**config.mk**
```make
export PLATFORM = sky130hd
export DESIGN_NAME = cache_tag_maint_ctrl
export DESIGN_NICKNAME = d
export VERILOG_FILES = /design/src/rtl/cache_tag_maint_ctrl_pkg.sv /design/src/rtl/cache_tag_maint_ctrl_line_walker.sv /design/src/rtl/cache_tag_maint_ctrl.sv
export SDC_FILE = /design/constraint.sdc
export NUM_CORES = 1
export LEC_CHECK = 0
export ABC_AREA = 1
export BUFFER_PORTS_ARGS = -buffer_cell sky130_fd_sc_hd__buf_2
export CORE_MARGIN = 5
export CORE_UTILIZATION = 39
export DETAILED_ROUTE_END_ITERATION = 8
export GPL_TIMING_DRIVEN = 1
export PLACE_DENSITY_LB_ADDON = 0.12
export SLEW_MARGIN = 30
export SYNTH_ARGS = -nofsm -noshare
export SYNTH_HDL_FRONTEND = slang
export SYNTH_HIERARCHICAL = 1
export SYNTH_SLANG_ARGS = --single-unit
```
**constraint.sdc**
```tcl
create_clock -name clk -period 2 [get_ports clk]
set_clock_uncertainty 0.1 [all_clocks]
set_input_delay 0.1 -clock clk [delete_from_list [all_inputs] [get_ports clk]]
set_output_delay 0.1 -clock clk [all_outputs]
set_load 0.02 [all_outputs]
```
**src/rtl/cache_tag_maint_ctrl_pkg.sv**
```systemverilog
// Shared state encoding and geometry helpers for the tag-store maintenance sequencer.
// The width helpers mirror the cache geometry rules used across the cache slice.
package cache_tag_maint_ctrl_pkg;

    localparam int MEM_ADDR_WIDTH = 32;

    typedef enum logic [2:0] {
        ST_INIT,
        ST_IDLE,
        ST_DRAIN,
        ST_FLUSH,
        ST_DONE
    } maint_state_e;

    function automatic int sel_bits(input int n);
        return (n > 1) ? $clog2(n) : 1;
    endfunction

    function automatic int lines_per_bank(input int cache_size, input int line_size,
                                          input int num_banks, input int num_ways);
        return cache_size / (line_size * num_banks * num_ways);
    endfunction

    // Bank-local line address: byte address minus line offset and bank select bits.
    function automatic int line_addr_width(input int line_size, input int num_banks);
        return MEM_ADDR_WIDTH - $clog2(line_size) - $clog2(num_banks);
    endfunction

endpackage

```
**src/rtl/cache_tag_maint_ctrl_line_walker.sv**
```systemverilog
// Set/way walker shared by the init sweep and the flush walk.
// In line_only mode the way counter is frozen and every step advances the set.
module cache_line_walker
    import cache_tag_maint_ctrl_pkg::*;
#(
    parameter  int LINES     = 32,
    parameter  int WAYS      = 1,
    localparam int LINE_BITS = sel_bits(LINES)
) (
    input  logic                 clk,
    input  logic                 reset_n,
    input  logic                 clear,
    input  logic                 step,
    input  logic                 line_only,
    output logic [LINE_BITS-1:0] line,
    output logic [WAYS-1:0]      way_onehot,
    output logic                 last
);

    localparam logic [LINE_BITS-1:0] LINE_MAX = LINE_BITS'(LINES - 1);

    logic [LINE_BITS-1:0] line_cnt;
    logic                 way_last;
    logic                 line_adv;

    generate
        if (WAYS > 1) begin : g_way
            localparam int WAY_BITS = $clog2(WAYS);
            localparam logic [WAY_BITS-1:0] WAY_MAX = WAY_BITS'(WAYS - 1);

            logic [WAY_BITS-1:0] way_cnt;

            always_ff @(posedge clk or negedge reset_n) begin
                if (!reset_n) begin
                    way_cnt <= '0;
                end else if (clear) begin
                    way_cnt <= '0;
                end else if (step && !line_only) begin
                    way_cnt <= (way_cnt == WAY_MAX) ? '0 : way_cnt + WAY_BITS'(1);
                end
            end

            assign way_last   = (way_cnt == WAY_MAX);
            assign way_onehot = WAYS'(1) << way_cnt;
        end else begin : g_no_way
            assign way_last   = 1'b1;
            assign way_onehot = 1'b1;
        end
    endgenerate

    assign line_adv = step && (line_only || way_last);

    // Wrap on the last real set so non-power-of-two set counts stay in range.
    always_ff @(posedge clk or negedge reset_n) begin
        if (!reset_n) begin
            line_cnt <= '0;
        end else if (clear) begin
            line_cnt <= '0;
        end else if (line_adv) begin
            line_cnt <= (line_cnt == LINE_MAX) ? '0 : line_cnt + LINE_BITS'(1);
        end
    end

    assign line = line_cnt;
    assign last = (line_cnt == LINE_MAX) && (line_only || way_last);

endmodule

```
**src/rtl/cache_tag_maint_ctrl.sv**
```systemverilog
// Per-bank tag-store maintenance sequencer: post-reset init sweep, then on request
// drain the pipeline and invalidate every (set, way), writing back dirty victims.
//
//  state    | meaning
//  ---------+----------------------------------------------------------
//  ST_INIT  | sweep every set with tag_init after reset
//  ST_IDLE  | accept flush requests, core runs freely
//  ST_DRAIN | core blocked, waiting for the bank pipeline to empty
//  ST_FLUSH | invalidate one (set, way) per cycle, stall on dirty victims
//  ST_DONE  | present flush_rsp until accepted
module cache_tag_maint_ctrl
    import cache_tag_maint_ctrl_pkg::*;
#(
    parameter  string INSTANCE_ID = "",
    parameter  int    BANK_ID     = 0,
    parameter  int    CACHE_SIZE  = 1024,
    parameter  int    LINE_SIZE   = 16,
    parameter  int    NUM_BANKS   = 1,
    parameter  int    NUM_WAYS    = 1,
    parameter  int    WORD_SIZE   = 1,
    parameter  int    WRITEBACK   = 0,
    localparam int    CS_LINES_PER_BANK  = lines_per_bank(CACHE_SIZE, LINE_SIZE, NUM_BANKS, NUM_WAYS),
    localparam int    CS_LINE_SEL_BITS   = sel_bits(CS_LINES_PER_BANK),
    localparam int    CS_LINE_ADDR_WIDTH = line_addr_width(LINE_SIZE, NUM_BANKS),
    localparam int    CS_TAG_SEL_BITS    = CS_LINE_ADDR_WIDTH - CS_LINE_SEL_BITS
) (
    input  logic                          clk,
    input  logic                          reset_n,
    input  logic                          flush_req_valid,
    output logic                          flush_req_ready,
    output logic                          flush_rsp_valid,
    input  logic                          flush_rsp_ready,
    input  logic                          pipe_idle,
    output logic                          core_block,
    output logic                          busy,
    output logic                          tag_init,
    output logic                          tag_flush_line,
    output logic [NUM_WAYS-1:0]           tag_flush_way_sel,
    output logic [CS_LINE_SEL_BITS-1:0]   tag_line_sel,
    output logic                          tag_stall,
    input  logic                          tag_eviction,
    input  logic [CS_TAG_SEL_BITS-1:0]    tag_evicted_tag,
    output logic                          wb_req_valid,
    input  logic                          wb_req_ready,
    output logic [CS_LINE_ADDR_WIDTH-1:0] wb_req_addr,
    output logic [NUM_WAYS-1:0]           wb_req_way
);

    localparam bit WB_EN = (WRITEBACK != 0);

    maint_state_e state, state_next;

    logic                        walk_clear;
    logic                        walk_step;
    logic                        walk_line_only;
    logic                        walk_last;
    logic [CS_LINE_SEL_BITS-1:0] walk_line;
    logic [NUM_WAYS-1:0]         walk_way;
    logic                        dirty;

    cache_line_walker #(
        .LINES (CS_LINES_PER_BANK),
        .WAYS  (NUM_WAYS)
    ) u_walker (
        .clk        (clk),
        .reset_n    (reset_n),
        .clear      (walk_clear),
        .step       (walk_step),
        .line_only  (walk_line_only),
        .line       (walk_line),
        .way_onehot (walk_way),
        .last       (walk_last)
    );

    assign dirty = WB_EN && tag_eviction;

    always_ff @(posedge clk or negedge reset_n) begin
        if (!reset_n) begin
            state <= ST_INIT;
        end else begin
            state <= state_next;
        end
    end

    always_comb begin
        state_next      = state;
        flush_req_ready = 1'b0;
        flush_rsp_valid = 1'b0;
        core_block      = 1'b1;
        busy            = 1'b1;
        tag_init        = 1'b0;
        tag_flush_line  = 1'b0;
        tag_stall       = 1'b0;
        wb_req_valid    = 1'b0;
        walk_clear      = 1'b0;
        walk_step       = 1'b0;
        walk_line_only  = 1'b0;
        case (state)
            ST_INIT: begin
                // Gated so the tag store sees no init pulse while reset is held.
                tag_init       = reset_n;
                walk_line_only = 1'b1;
                walk_step      = 1'b1;
                if (walk_last) begin
                    state_next = ST_IDLE;
                end
            end
            ST_IDLE: begin
                flush_req_ready = 1'b1;
                core_block      = 1'b0;
                busy            = 1'b0;
                walk_clear      = 1'b1;
                if (flush_req_valid) begin
                    state_next = ST_DRAIN;
                end
            end
            ST_DRAIN: begin
                busy = 1'b0;
                if (pipe_idle) begin
                    state_next = ST_FLUSH;
                end
            end
            ST_FLUSH: begin
                tag_flush_line = 1'b1;
                wb_req_valid   = dirty;
                tag_stall      = dirty && !wb_req_ready;
                walk_step      = !dirty || wb_req_ready;
                if (walk_step && walk_last) begin
                    state_next = ST_DONE;
                end
            end
            ST_DONE: begin
                busy            = 1'b0;
                flush_rsp_valid = 1'b1;
                if (flush_rsp_ready) begin
                    state_next = ST_IDLE;
                end
            end
            default: begin
                state_next = ST_INIT;
            end
        endcase
    end

    assign tag_line_sel      = walk_line;
    assign tag_flush_way_sel = tag_flush_line ? walk_way : '0;
    assign wb_req_way        = wb_req_valid ? walk_way : '0;
    assign wb_req_addr       = wb_req_valid ? {tag_evicted_tag, walk_line} : '0;

endmodule

```
# Word-level counts from Yosys, hierarchy flattened

Cells that the tools add are included.

Bits of input ports: 29
Register bits: 9
Word-level logic and storage cells: 35

Add/sub/neg operators: 1
Reduce and logical (&&, ||, !) cells: 5
Eq/ne operators: 10
Mux-type cells: 17

Operators by type and width:

| cell                                                  | count |
|---|---|
| 2-to-1 mux 6 bit                                      | 3 |
| 2-to-1 mux 3 bit                                      | 5 |
| case mux 3 bit (5 select lines)                       | 1 |
| 2-to-1 mux 1 bit                                      | 8 |
| adder 6 x 1 -> 6 bit, second input constant           | 1 |
| == test 3 x 2 -> 1 bit, second input constant         | 2 |
| == test 6 bit, second input constant                  | 1 |
| inequality test 2 bit, second input constant          | 3 |
| AND reduction 5 bit                                   | 1 |
| inequality test 2 x 1 -> 1 bit, second input constant | 2 |
| == test 3 x 1 -> 1 bit, second input constant         | 1 |
| == test 3 bit, second input constant                  | 1 |
| zero test 3 bit                                       | 1 |
| OR reduction 3 bit                                    | 1 |
| nonzero test 2 bit                                    | 1 |
| OR reduction 2 bit                                    | 1 |

# Depth between registers and ports, before layout

Word-level depth: 5
Mapped depth: 11

# Hierarchy

Netlist, hierarchy kept.

By module, submodules not included:

| module               | seq. area each (µm²) | times used | cells each | area an instance (µm²) |
|---|---|---|---|---|
| cache_tag_maint_ctrl | 75.1                 | 1          | 80         | 550.5 |
| cache_line_walker    | 150.1                | 1          | 53         | 352.8 |

# Least setup slack after synthesis

No wires, ideal clock.

Kind: reg2reg
From: register u_walker.line_cnt[1] (netlist: u_walker/line[1])
To: register state[0]
Arrival: 1.295 ns
Data required time: 1.780 ns
Stages on the path, launching flop included: 9
Path slack: 0.485 ns
Cells stage by stage: dfrtp_1 > ha_1 > nand2_1 > nor2_1 > inv_1 > nand3_1 > nand2_2 > o21ai_0 > nand2_1

Cells in the longest elaborated chain, start to end: 3

RTL lines:

| item                                     | line                                   | source |
|---|---|---|
| start, declared                          | cache_tag_maint_ctrl_line_walker.sv:22 | `logic [LINE_BITS-1:0] line_cnt;` |
| start signal, assigned                   | cache_tag_maint_ctrl_line_walker.sv:60 | `line_cnt <= (line_cnt == LINE_MAX) ? '0 : line_cnt + LINE_BITS'(1);` |
| == test 6 bit (*)                        | cache_tag_maint_ctrl_line_walker.sv:65 | `assign last = (line_cnt == LINE_MAX) && (line_only \|\| way_last);` |
| named net walk_last                      | cache_tag_maint_ctrl.sv:56             | `logic walk_last;` |
| inequality test 2 x 1 -> 1 bit (no line) | -                                      |  |
| AND reduction 5 bit (no line) (*)        | -                                      |  |
| end signal, assigned                     | cache_tag_maint_ctrl.sv:81             | `state <= state_next;` |
| end, declared                            | cache_tag_maint_ctrl.sv:51             | `maint_state_e state, state_next;` |

Mark *: on every way through the listed nets, which the timed path passes. The rest lies on a longest branch.
A chain may end at the register's enable or synchronous reset.

# Worst setup path after layout

From: register state[0]
To: output busy

Cells in the longest elaborated chain, start to end: 3

RTL lines:

| item                                        | line                       | source |
|---|---|---|
| == test 3 bit, or another cell as far along | cache_tag_maint_ctrl.sv:98 | `case (state)` |
| OR reduction 3 bit (no line) (*)            | -                          |  |
| 2-to-1 mux 1 bit (*)                        | cache_tag_maint_ctrl.sv:98 |  |
| end, declared                               | cache_tag_maint_ctrl.sv:35 | `output logic busy,` |

Every way passes the cells marked *; elsewhere a longest branch is shown, timed or not.

==> flow_summary_export.csv <==
group,metric,value,unit
synthesis,synthesis.area,900,um2
placed_design,port_buffers,17,
timing,fin_crit_sh,83.4,%
clock_network,cts_buffers,3,
setup_path,critPathRequiredTime,1800,ps
placed_design,gp_congestion,0.821,
global_route,grt_pass1_wl,2690,um
floorplan,io_pins,73,
routing,drt_first_pass_iters,4,
floorplan,fp-row-count,17,
global_route,grt_use_total,10.2,%
synthesis,netlist_instances,132,
global_route,grt_overflow_total,0,
clock_network,post_cts.repair.setup_buffers,0,
setup_path,critical_path_class,"flip-flop to output port",
setup_path,r2r_cells,8,
job,maxCapViolCount,0,
floorplan,floorplan.initialDensity,40.7,%
synthesis,yosys_warnings,6,
setup_path,worstPathCellList,"inv_2 > nor2_2 > nand2_4 > inv_2 > or2_4 > nor2_1 > buf_2",
setup_path,start_kind,"flip-flop",
hold_path,hp-class,"input port to flip-flop",
finish,drive_above_1_share,23.2,%
finish,stdcell_area,917,um2
timing,fin_tns_setup,0,ps
timing,period_needed,1670,ps
routing,totalWireLength,1700,um
routing,first_iter_violations,6,
global_route,grt_antenna_before_repair,0,
setup_path,cp.arrival,1470,ps
clock_network,clkTransAtPathRegs,70,ps
power_and_ir_drop,p_leak,0.000563,uW
setup_path,r2r_start,"state[1]",
floorplan,dieWidth,58.0,um
timing,hold_slack,33.1,ps
floorplan,die_h,58.0,um
timing,hold_viol,0,
timing,setup_viol,0,
setup_path,cp-end-kind,"output port",
hold_path,holdCritStartpoint,"flush_rsp_ready",
routing,wire_per_inst,9.47,um
clock_network,insertion_delay,260,ps
floorplan,core,2210,um2
finish,diodes,0,
power_and_ir_drop,vdd_drop_max,0.000224,V
floorplan,dieArea,3370,um2
placed_design,dpl.hpwl,1410,um
placed_design,placed_area,881,um2
clock_network,cts_tree,"done",
global_route,grt_pass1_vias,629,
timing,slew_violations,0,
clock_network,root_buffer,"clkbuf_4",
routing,drc,0,
routing,route.vias.total,726,
power_and_ir_drop,power_per_cell_area,430,nW/um2
finish,nets,182,
setup_path,r2r-end,"u_walker/line[3]",
finish,area_delta_synth_final,1.95,%
timing,fmax,600,MHz
timing,rsz0062_at_grt,"false",
synthesis,syn_area_per_cell,6.82,um2
hold_path,hold_path_end,"state[2]",
clock_network,clkSinkCount,9,
clock_network,h-tree-depth,1,
global_route,grt_max_degree,11,
setup_path,slowest_stage,"dfrtp_1",
setup_path,cpPeakStageDelay,470,ps
routing,viasPerCell,4.06,
setup_path,r2r_setup_slack,390,ps
finish,fin_util,41.5,%
setup_path,cp_common_cell,"inv_2",
run_status,status,"completed",
clock_network,ctsLongestPathBuffers,2,
hold_path,hold_path_depth,3,
routing,ant_nets,0,
setup_path,path_max_fanout,8,
-- how the worst max path moves through the flow --
stage	startpoint	to	slack, ps	cells past startpoint
floorplan	u_walker/line[1]	state[0]	480	8
global placement	state[1]	u_walker/line[3]	410	6
detailed placement	state[1]	u_walker/line[3]	430	6
CTS	state[0]	busy	310	7
global route	state[0]	busy	200	7
finish	state[0]	busy	330	7
-- sequential cells by signal, indices dropped and copies added, names as in the netlist --
signal and flops:
u_walker/line 6, state 3
-- area by class of cell --
cell class                 instances  area (um2)
fill                             251        1290
timing repair buffer              18        95.1
sequential                         9         225
clock buffer                       4        26.3
inverter                          18        67.6
multi-input combinational        102         468
tap                               28        35.0
-- where the power goes --
group	total, uW	internal, uW	switching (uW)
sequential	182	182	0
clock	147	77.1	69.7
combinational	65.8	5.83	60.0
total	394	265	130
-- metrics by stage --
stage	setup slack, ps	power [uW]	cells
global placement	410	248	174
detailed placement	434	248	174
CTS	311	399	179
finish	332	394	179
global route	202	423	179
floorplan	485	288	162
-- worst max-delay path, delay by kind of cell (launching register included) --
family                 cells  cell delay, ps
flip-flops                 1             470
AND/OR/NAND/NOR            4             430
buffers and inverters      3             310
-- cells in the final DEF, fill, tap and decap left out, drive strengths merged --
cell type	count
or2	1
nand2	25
dfrtp	9
dlygate4sd3	1
ha	1
o21ai	4
inv	18
nand3	12
nor3	3
buf	17
a21oi	3
nand3b	1
nor2	20
clkbuf	4
conb	32
-- routing by layer --
| layer | GRT usage [%] | routed length [um] | up-vias |
|---|---|---|---|
| met5 | 0 | 0 | - |
| met1 | 12.3 | 714 | 323 |
| li1 | - | - | 380 |
| met2 | 17.3 | 836 | 23 |
| met4 | 3.97 | 0 | 0 |
| met3 | 2.45 | 145 | 0 |
-- what timing repair did --
action | CTS | global route
endpoints found under the hold margin | 9 | 0
hold buffers | 1 | 0
resized for setup | 0 | 0
(Power assumes the default switching activity.)
